===== src/rtl/multicycle_control.sv =====
// Multicycle control FSM for a small LEGv8-style core.
// In: clk, reset, instruction, zero, mem_ready. Out: datapath strobes, ALUop, error, state.
module multicycle_control (
  input  logic        clk,
  input  logic        reset,
  input  logic [31:0] instruction,
  input  logic        zero,
  input  logic        mem_ready,
  output logic [3:0]  ALUop,
  output logic        ALUSrc,
  output logic        Reg2Loc,
  output logic        RegWrite,
  output logic        MemRead,
  output logic        MemWrite,
  output logic        MemtoReg,
  output logic        IRWrite,
  output logic        PCWrite,
  output logic        PCSrc,
  output logic        error,
  output logic [2:0]  state
);

  typedef enum logic [2:0] {
    FETCH     = 3'd0,
    DECODE    = 3'd1,
    EXECUTE   = 3'd2,
    MEM       = 3'd3,
    WRITEBACK = 3'd4,
    ERROR     = 3'd7
  } state_t;

  typedef enum logic [3:0] {
    C_ADD, C_SUB, C_AND, C_ORR,
    C_LDUR, C_STUR, C_CBZ, C_B,
    C_MOVK, C_ILL
  } cls_t;

  state_t      st_q;
  state_t      st_d;
  logic [31:0] ir_q;
  cls_t        cls;
  logic [3:0]  alu_cls;
  logic        is_mem;
  logic        is_br;
  logic        is_r;

  always_ff @(posedge clk) begin
    if (reset) begin
      st_q <= FETCH;
      ir_q <= '0;
    end else begin
      st_q <= st_d;
      if (st_q == FETCH && mem_ready)
        ir_q <= instruction;
    end
  end

  // Earlier arms win: B, CBZ, MOVK, then the 11-bit opcodes.
  always_comb begin
    cls = C_ILL;
    case (1'b1)
      ir_q[31:26] == 6'b000101:      cls = C_B;
      ir_q[31:24] == 8'b10110100:    cls = C_CBZ;
      ir_q[31:23] == 9'b111100101:   cls = C_MOVK;
      ir_q[31:21] == 11'b10001011000: cls = C_ADD;
      ir_q[31:21] == 11'b11001011000: cls = C_SUB;
      ir_q[31:21] == 11'b10001010000: cls = C_AND;
      ir_q[31:21] == 11'b10101010000: cls = C_ORR;
      ir_q[31:21] == 11'b11111000010: cls = C_LDUR;
      ir_q[31:21] == 11'b11111000000: cls = C_STUR;
      default:                        cls = C_ILL;
    endcase
  end

  always_comb begin
    alu_cls = 4'd0;
    case (cls)
      C_AND:  alu_cls = 4'd1;
      C_ORR:  alu_cls = 4'd2;
      C_ADD:  alu_cls = 4'd6;
      C_SUB:  alu_cls = 4'd7;
      C_LDUR: alu_cls = 4'd6;
      C_STUR: alu_cls = 4'd6;
      C_CBZ:  alu_cls = 4'd5;
      C_MOVK: alu_cls = 4'd8;
      default: alu_cls = 4'd0;
    endcase
  end

  assign is_mem = (cls == C_LDUR) || (cls == C_STUR);
  assign is_br  = (cls == C_CBZ) || (cls == C_B);
  assign is_r   = (cls == C_ADD) || (cls == C_SUB) ||
                  (cls == C_AND) || (cls == C_ORR) ||
                  (cls == C_MOVK);

  always_comb begin
    st_d     = st_q;
    ALUop    = 4'd0;
    ALUSrc   = 1'b0;
    Reg2Loc  = 1'b0;
    RegWrite = 1'b0;
    MemRead  = 1'b0;
    MemWrite = 1'b0;
    MemtoReg = 1'b0;
    IRWrite  = 1'b0;
    PCWrite  = 1'b0;
    PCSrc    = 1'b0;
    error    = 1'b0;
    case (st_q)
      FETCH: begin
        MemRead = 1'b1;
        if (mem_ready) begin
          IRWrite = 1'b1;
          st_d    = DECODE;
        end
      end
      DECODE: begin
        Reg2Loc = (cls == C_STUR) || (cls == C_CBZ);
        st_d    = (cls == C_ILL) ? ERROR : EXECUTE;
      end
      EXECUTE: begin
        ALUop  = alu_cls;
        ALUSrc = is_mem;
        if (is_br) begin
          PCWrite = 1'b1;
          PCSrc   = (cls == C_B) || zero;
          st_d    = FETCH;
        end else if (is_mem) begin
          st_d = MEM;
        end else if (is_r) begin
          st_d = WRITEBACK;
        end else begin
          st_d = ERROR;
        end
      end
      MEM: begin
        ALUop   = alu_cls;
        ALUSrc  = 1'b1;
        MemRead = (cls == C_LDUR);
        // A store commits only on the completing cycle, so an
        // aborted wait never writes memory.
        if (mem_ready) begin
          if (cls == C_STUR) begin
            MemWrite = 1'b1;
            PCWrite  = 1'b1;
            st_d     = FETCH;
          end else begin
            st_d = WRITEBACK;
          end
        end
      end
      WRITEBACK: begin
        ALUop    = alu_cls;
        RegWrite = 1'b1;
        PCWrite  = 1'b1;
        MemtoReg = (cls == C_LDUR);
        st_d     = FETCH;
      end
      ERROR: begin
        error = 1'b1;
      end
      default: st_d = FETCH;
    endcase
  end

  assign state = st_q;

endmodule


===== config.mk =====
export PLATFORM = sky130hd
export DESIGN_NAME = multicycle_control
export DESIGN_NICKNAME = d
export VERILOG_FILES = /design/src/rtl/multicycle_control.sv
export SDC_FILE = /design/constraint.sdc
export NUM_CORES = 1
export LEC_CHECK = 0
export BUFFER_PORTS_ARGS = -buffer_cell sky130_fd_sc_hd__buf_4
export CAP_MARGIN = 40
export CORE_MARGIN = 5
export CORE_UTILIZATION = 48
export CTS_CLUSTER_DIAMETER = 80
export DETAILED_ROUTE_END_ITERATION = 10
export HOLD_SLACK_MARGIN = 0.05
export PLACE_DENSITY = 0.86
export SLEW_MARGIN = 15
export SYNTH_ARGS = -nofsm -noshare
export SYNTH_HDL_FRONTEND = slang
export SYNTH_SLANG_ARGS = --single-unit

===== constraint.sdc =====
create_clock -name clk -period 3.7 [get_ports clk]
set_clock_uncertainty 0.05 [all_clocks]
set_input_delay 0.185 -clock clk [delete_from_list [all_inputs] [get_ports clk]]
set_output_delay 0.185 -clock clk [all_outputs]
set_load 0.02 [all_outputs]

; ---- After elaboration in Yosys (flattened, before gate mapping)
; Memories as Yosys holds them, arrays and structs flattened.
; Cells that the tools add are included.
[word_totals]
reg_bits = 35
mem_bits_ro = 64
out_inout_bits = 17
elab_cells = 75
memories = 1
[classes]
eq_ne = 25
n_mux = 33
bitwise_logic = 1
n_reduce_logical = 13
[mem_list]
columns = memory, depth, word_bits, rd, rd_clocked_by_memory_dff, write_ports, line_no
row1 = (no name shown), 16, 4, 1, 0, 0, 77  ; case (cls)
[ops]
columns = cell, n
row1 = $eq A11 B11 Y1 const B, 6
row2 = $mux W4, 10
row3 = $mux W3, 6
row4 = $eq A4 B3 Y1 const B, 4
row5 = $pmux W3 S5, 1
row6 = $mux W1, 12
row7 = $eq A9 B9 Y1 const B, 1
row8 = $eq A4 B2 Y1 const B, 2
row9 = $eq A4 B4 Y1 const B, 2
row10 = $eq A8 B8 Y1 const B, 1
row11 = $logic_or A1 B1 Y1, 8
row12 = $eq A3 B2 Y1 const B, 2
row13 = $eq A3 B3 Y1 const B, 2
row14 = $eq A6 B3 Y1 const B, 1
row15 = $eq A4 B1 Y1 const B, 1
row16 = $logic_not A4 Y1, 1
row17 = $ne A2 B2 Y1 const B, 2
row18 = $pmux W1 S2, 2
row19 = $eq A3 B1 Y1 const B, 1
row20 = $logic_not A3 Y1, 1
row21 = $pmux W1 S3, 1
row22 = $reduce_and A3 Y1, 1
row23 = $reduce_or A3 Y1, 1
row24 = $mux W2, 1
row25 = other kinds (2), 2

; ---- Logic depth before layout (Yosys ltp)
[depth]
word_depth = 19
depth_mapped = 10
mapped_depth_nobuf = 10

; ---- Worst setup path before layout
; Ideal clock, no wire load.
[synth_path]
kind = register to output
from = register ir_q[21]
to = output port Reg2Loc
arrival_ns = 2.393
required_ns = 3.465
slack_ns = 1.072
path_stages_with_launch = 9
path_buffers = 0
path_cell_list = dfxtp_1 or4b_1 or2_2 nor2_1 o21ai_0 o21ai_0 ha_1 nor2_1 nor4_1
[synth_between]
elab_chain_len = 13
elab_cells_between_ends = 19
[synth_lines]
columns = element, line_no
row1 = from (decl), 40  ; logic [31:0] ir_q;
row2 = from (signal assigned), 54  ; ir_q <= instruction;
row3 = $eq A11 B11 Y1, 70  ; ir_q[31:21] == 11'b11111000000: cls = C_STUR;
row4 = $mux W4 (5 in series), 61  ; case (1'b1)
row5 = $mux W4 * (4 in series), 61
row6 = $eq A4 B3 Y1, 118  ; Reg2Loc = (cls == C_STUR) || (cls == C_CBZ);
row7 = $logic_or A1 B1 Y1 *, 118
row8 = $mux W1 *, 109  ; case (st_q)
row9 = to (decl), 11  ; output logic Reg2Loc,
; Mark *: on every way between the ends. The rest lies on a longest branch, timed or not.

; ---- Worst setup path after layout
[layout_path]
from = register ir_q[27]
to = output port PCWrite
[layout_between]
elab_chain_len = 14
elab_cells_between_ends = 26
[layout_lines]
columns = element, line_no
row1 = $eq A11 B11 Y1, 70
row2 = $mux W4 (8 in series), 61
row3 = $mux W4 *, 61
row4 = "$eq A4 B3 Y1, on equally long branches", "143, 91"
row5 = $mux W1 or $logic_or A1 B1 Y1 (tied branches), "143, 91"
row6 = "$mux W1, on equally long branches", "142, 124"
row7 = $pmux W1 S3 *, 109
row8 = to (decl), 17  ; output logic PCWrite,
; Marked as above.

==> metrics.cfg <==
[sta]
maxSlewHeadroom_pct = 55.2
grt_setup_unrepaired = no
post-route-period-util_pct = 81.2
timing_max_transition_violations_final = 0
worst_slew_pin_slew_ps = 663
hold_viol_final = 0
fin_setup_tns_ps = 0
maxClockFrequency_mhz = 333
setup_violations = 0
final.min_clock_period_ps = 3000

[critical_path]
critical-path-top-delay-family = simple AND/OR/NAND/NOR gates
crit_slowest_cell = sky130_fd_sc_hd__or4b_1
critPathArrivalTime_ps = 2770
timing.critical_path.from_type = flop
cp_slowest_stage_delay_ps = 480
crit_path_max_fanout = 7
critPathRequiredTime_ps = 3460
path_cells = or4b_1 > or2_2 > nor2_1 > o21ai_0 > o21a_1 > ha_1 > and3_1 > nand3_1 > o221ai_1 > buf_4
critPathCaptureType = output pin
timing.setup.critical_path_class = reg -> out
worstPathBufferInverterCount = 1

[floorplan]
die_area_um2 = 3140
boundaryPins = 53
die_h_um = 56.0
standard_cell_rows = 16
core_um2 = 1980
chip_width_um = 56.0
start_util_pct = 51.3

[layout]
regArea_um2 = 280
syn_to_final_growth_pct = 25.0
multi_input_area_um2 = 686
filler_cell_count = 192
design.final.nets = 206
final_non_filler_cells = 191
antenna_cells_inserted = 0
layout-drive-gt1-share_pct = 26.2

[global_route]
grt_start_max_net_pins = 15
grt_pass1_vias = 969
grt_first_pass_wirelength_mm = 4.42
grt_antenna_before_repair = 0
groute.usage.overall_pct = 17.2
grt_remaining_overflow = 0

[synth]
syn_nets = 176
synth_xor_area_share_pct = 0
synth-main-ff-cell = sky130_fd_sc_hd__dfxtp_1
synth-seq-area-share_pct = 27.6
combinational_family_with_the_most_area_after_synthesis = simple AND/OR/NAND/NOR gates
synth_seq_cells = 14
synth_cell_type_count = 44
synth_adder_area_share_pct = 4.93
synth_compound_area_share_pct = 22.3
async_flop_share_pct = 0
synth.mux.area_fraction_pct = 1.11
synth-edff-count = 0
syn_area_per_cell_um2 = 7.47
synthesis.yosys.warnings = 0
netlist_instances = 136
mappedNetlistArea_um2 = 1020
synth_simple_gate_area_share_pct = 39.2

[route]
drtPass1Iterations = 7
vias_per_cell = 5.81
detailroute.via_count = 1109
wl_met3_um = 217
routed_length_on_met2_mm = 1.23
dr.first_iter.drc_count = 31
drt_antenna_net_count = 0
detail_route.wirelength.met1_mm = 1.19
drc = 0
routed_wire_length_per_instance_um = 14.1
wirelength_mm = 2.69
top_layer = met4

[clock_tree]
clockRootBuffer = sky130_fd_sc_hd__clkbuf_4
cts.htree.levels = 1
post_cts_hold_fix_bufs = 0
clock-sinks = 14
cts_post_setup_buffers_inserted = 0
cts-buffers-inserted = 3
cts.clk_slew.worst_paths_ps = 80
worst_skew_pair.late_latency_ps = 280
tritoncts = built
post_cts.resized_instances = 0
clockBufferDepth = 2

[placed_design]
routabilityCongestion = 0.844
dp.cells = 188
place_hpwl_mm = 2.06
io_buffer_count = 31

[pwr]
power.density_cell_area_nw_per_um2 = 580
power_leakage_nw = 0.552
power.ir.vdd_worst_uv = 362

[job]
timing.max_cap.violations = 0

[hold_path]
worstHoldPathType = in -> reg

[outcome]
outcome = complete, no violations

[cells by family after synthesis]
logic type,after synthesis
simple gates,72
mux,1
flops,14
compound gates,35
buf+inv,10
fa+ha+maj,4
[synth_stat cells (2+ instances only)]
cell                        n  area, µm²
sky130_fd_sc_hd__a21oi_1   15       75.1
sky130_fd_sc_hd__nand2_1   28        105
sky130_fd_sc_hd__or4bb_1    2       22.5
sky130_fd_sc_hd__a31oi_1    4       25.0
sky130_fd_sc_hd__nor3_1     3       15.0
sky130_fd_sc_hd__o21a_1     3       22.5
sky130_fd_sc_hd__dfxtp_1   14        280
sky130_fd_sc_hd__clkbuf_1   3       11.3
sky130_fd_sc_hd__or2_2      2       12.5
sky130_fd_sc_hd__nor2_1    14       52.6
sky130_fd_sc_hd__nand4_1    2       12.5
sky130_fd_sc_hd__nand3_1    3       15.0
sky130_fd_sc_hd__inv_1      4       15.0
sky130_fd_sc_hd__ha_1       4       50.1
sky130_fd_sc_hd__o21ai_0    4       20.0
sky130_fd_sc_hd__and3_1     3       18.8
[final cells by class]
| class | instances | area share (%) |
|---|---|---|
| multi-input combinational | 112 | 54.0 |
| sequential | 14 | 22.1 |
| timing repair buffer | 31 | 18.3 |
| tap | 27 | 2.66 |
| clock buffer | 3 | 1.77 |
| inverter | 4 | 1.18 |
[flip-flops by register name, summed over array words and instances, names as in the netlist]
signal and count:
ir_q 11, state 3
[tightest hold or removal path, delay by kind of cell]
kind	cells	cell delay, ps
AOI/OAI and AO/OA	1	50
and+or+nand+nor	1	40
buffers and inverters	1	110
[routing by layer]
layer	track usage, %	vias up
met4	7.12	0
met5	0	-
met1	21.2	493
met3	4.18	15
li1	-	543
met2	28.2	58
[power by group]
group | leakage, nW | switching, mW | total [mW] | internal, mW
combinational | 0.424 | 0.218 | 0.380 | 0.163
sequential | 0.115 | 0.0770 | 0.270 | 0.193
clock | 0.0138 | 0.0484 | 0.0862 | 0.0377
total | 0.552 | 0.343 | 0.736 | 0.393
[cells in the final DEF, fill, tap and decap left out, types with 2 or more instances in the layout]
cell,count
sky130_fd_sc_hd__buf_4,31
sky130_fd_sc_hd__nand2_1,28
sky130_fd_sc_hd__a21oi_1,15
sky130_fd_sc_hd__nor2_1,14
sky130_fd_sc_hd__dfxtp_1,14
sky130_fd_sc_hd__inv_1,4
sky130_fd_sc_hd__o21ai_0,4
sky130_fd_sc_hd__a31oi_1,4
sky130_fd_sc_hd__ha_1,4
sky130_fd_sc_hd__o21a_1,3
sky130_fd_sc_hd__and3_1,3
sky130_fd_sc_hd__nand3_1,3
sky130_fd_sc_hd__nor3_1,3
sky130_fd_sc_hd__clkbuf_4,3
sky130_fd_sc_hd__or2_2,2
sky130_fd_sc_hd__or4bb_1,2
sky130_fd_sc_hd__nand4_1,2
[stage by stage]
stage          worst slack, ps  power, mW  hold slack (ps)  cell area [µm²]  util, %
5_1_grt                    520      0.789              102             1270     64.1
6_report                   695      0.736             94.6             1270     64.1
3_5_place_dp               974      0.650              390             1250     62.9
2_1_floorplan             1070      0.528              204             1020        -
4_1_cts                    718      0.735             86.6             1270     64.1
3_3_place_gp              1100      0.633              380             1250     62.9
[path summary, 6_finish.rpt]
path	cells past startpoint	slack [ps]	startpoint	end
setup / recovery	10	700	ir_q[27]	PCWrite
hold / removal	3	90	instruction[25]	ir_q[25]
setup reg to reg	10	890	ir_q[27]	state[0]
hold reg to reg	2	430	ir_q[21]	ir_q[21]
(Power assumes the default switching activity.)
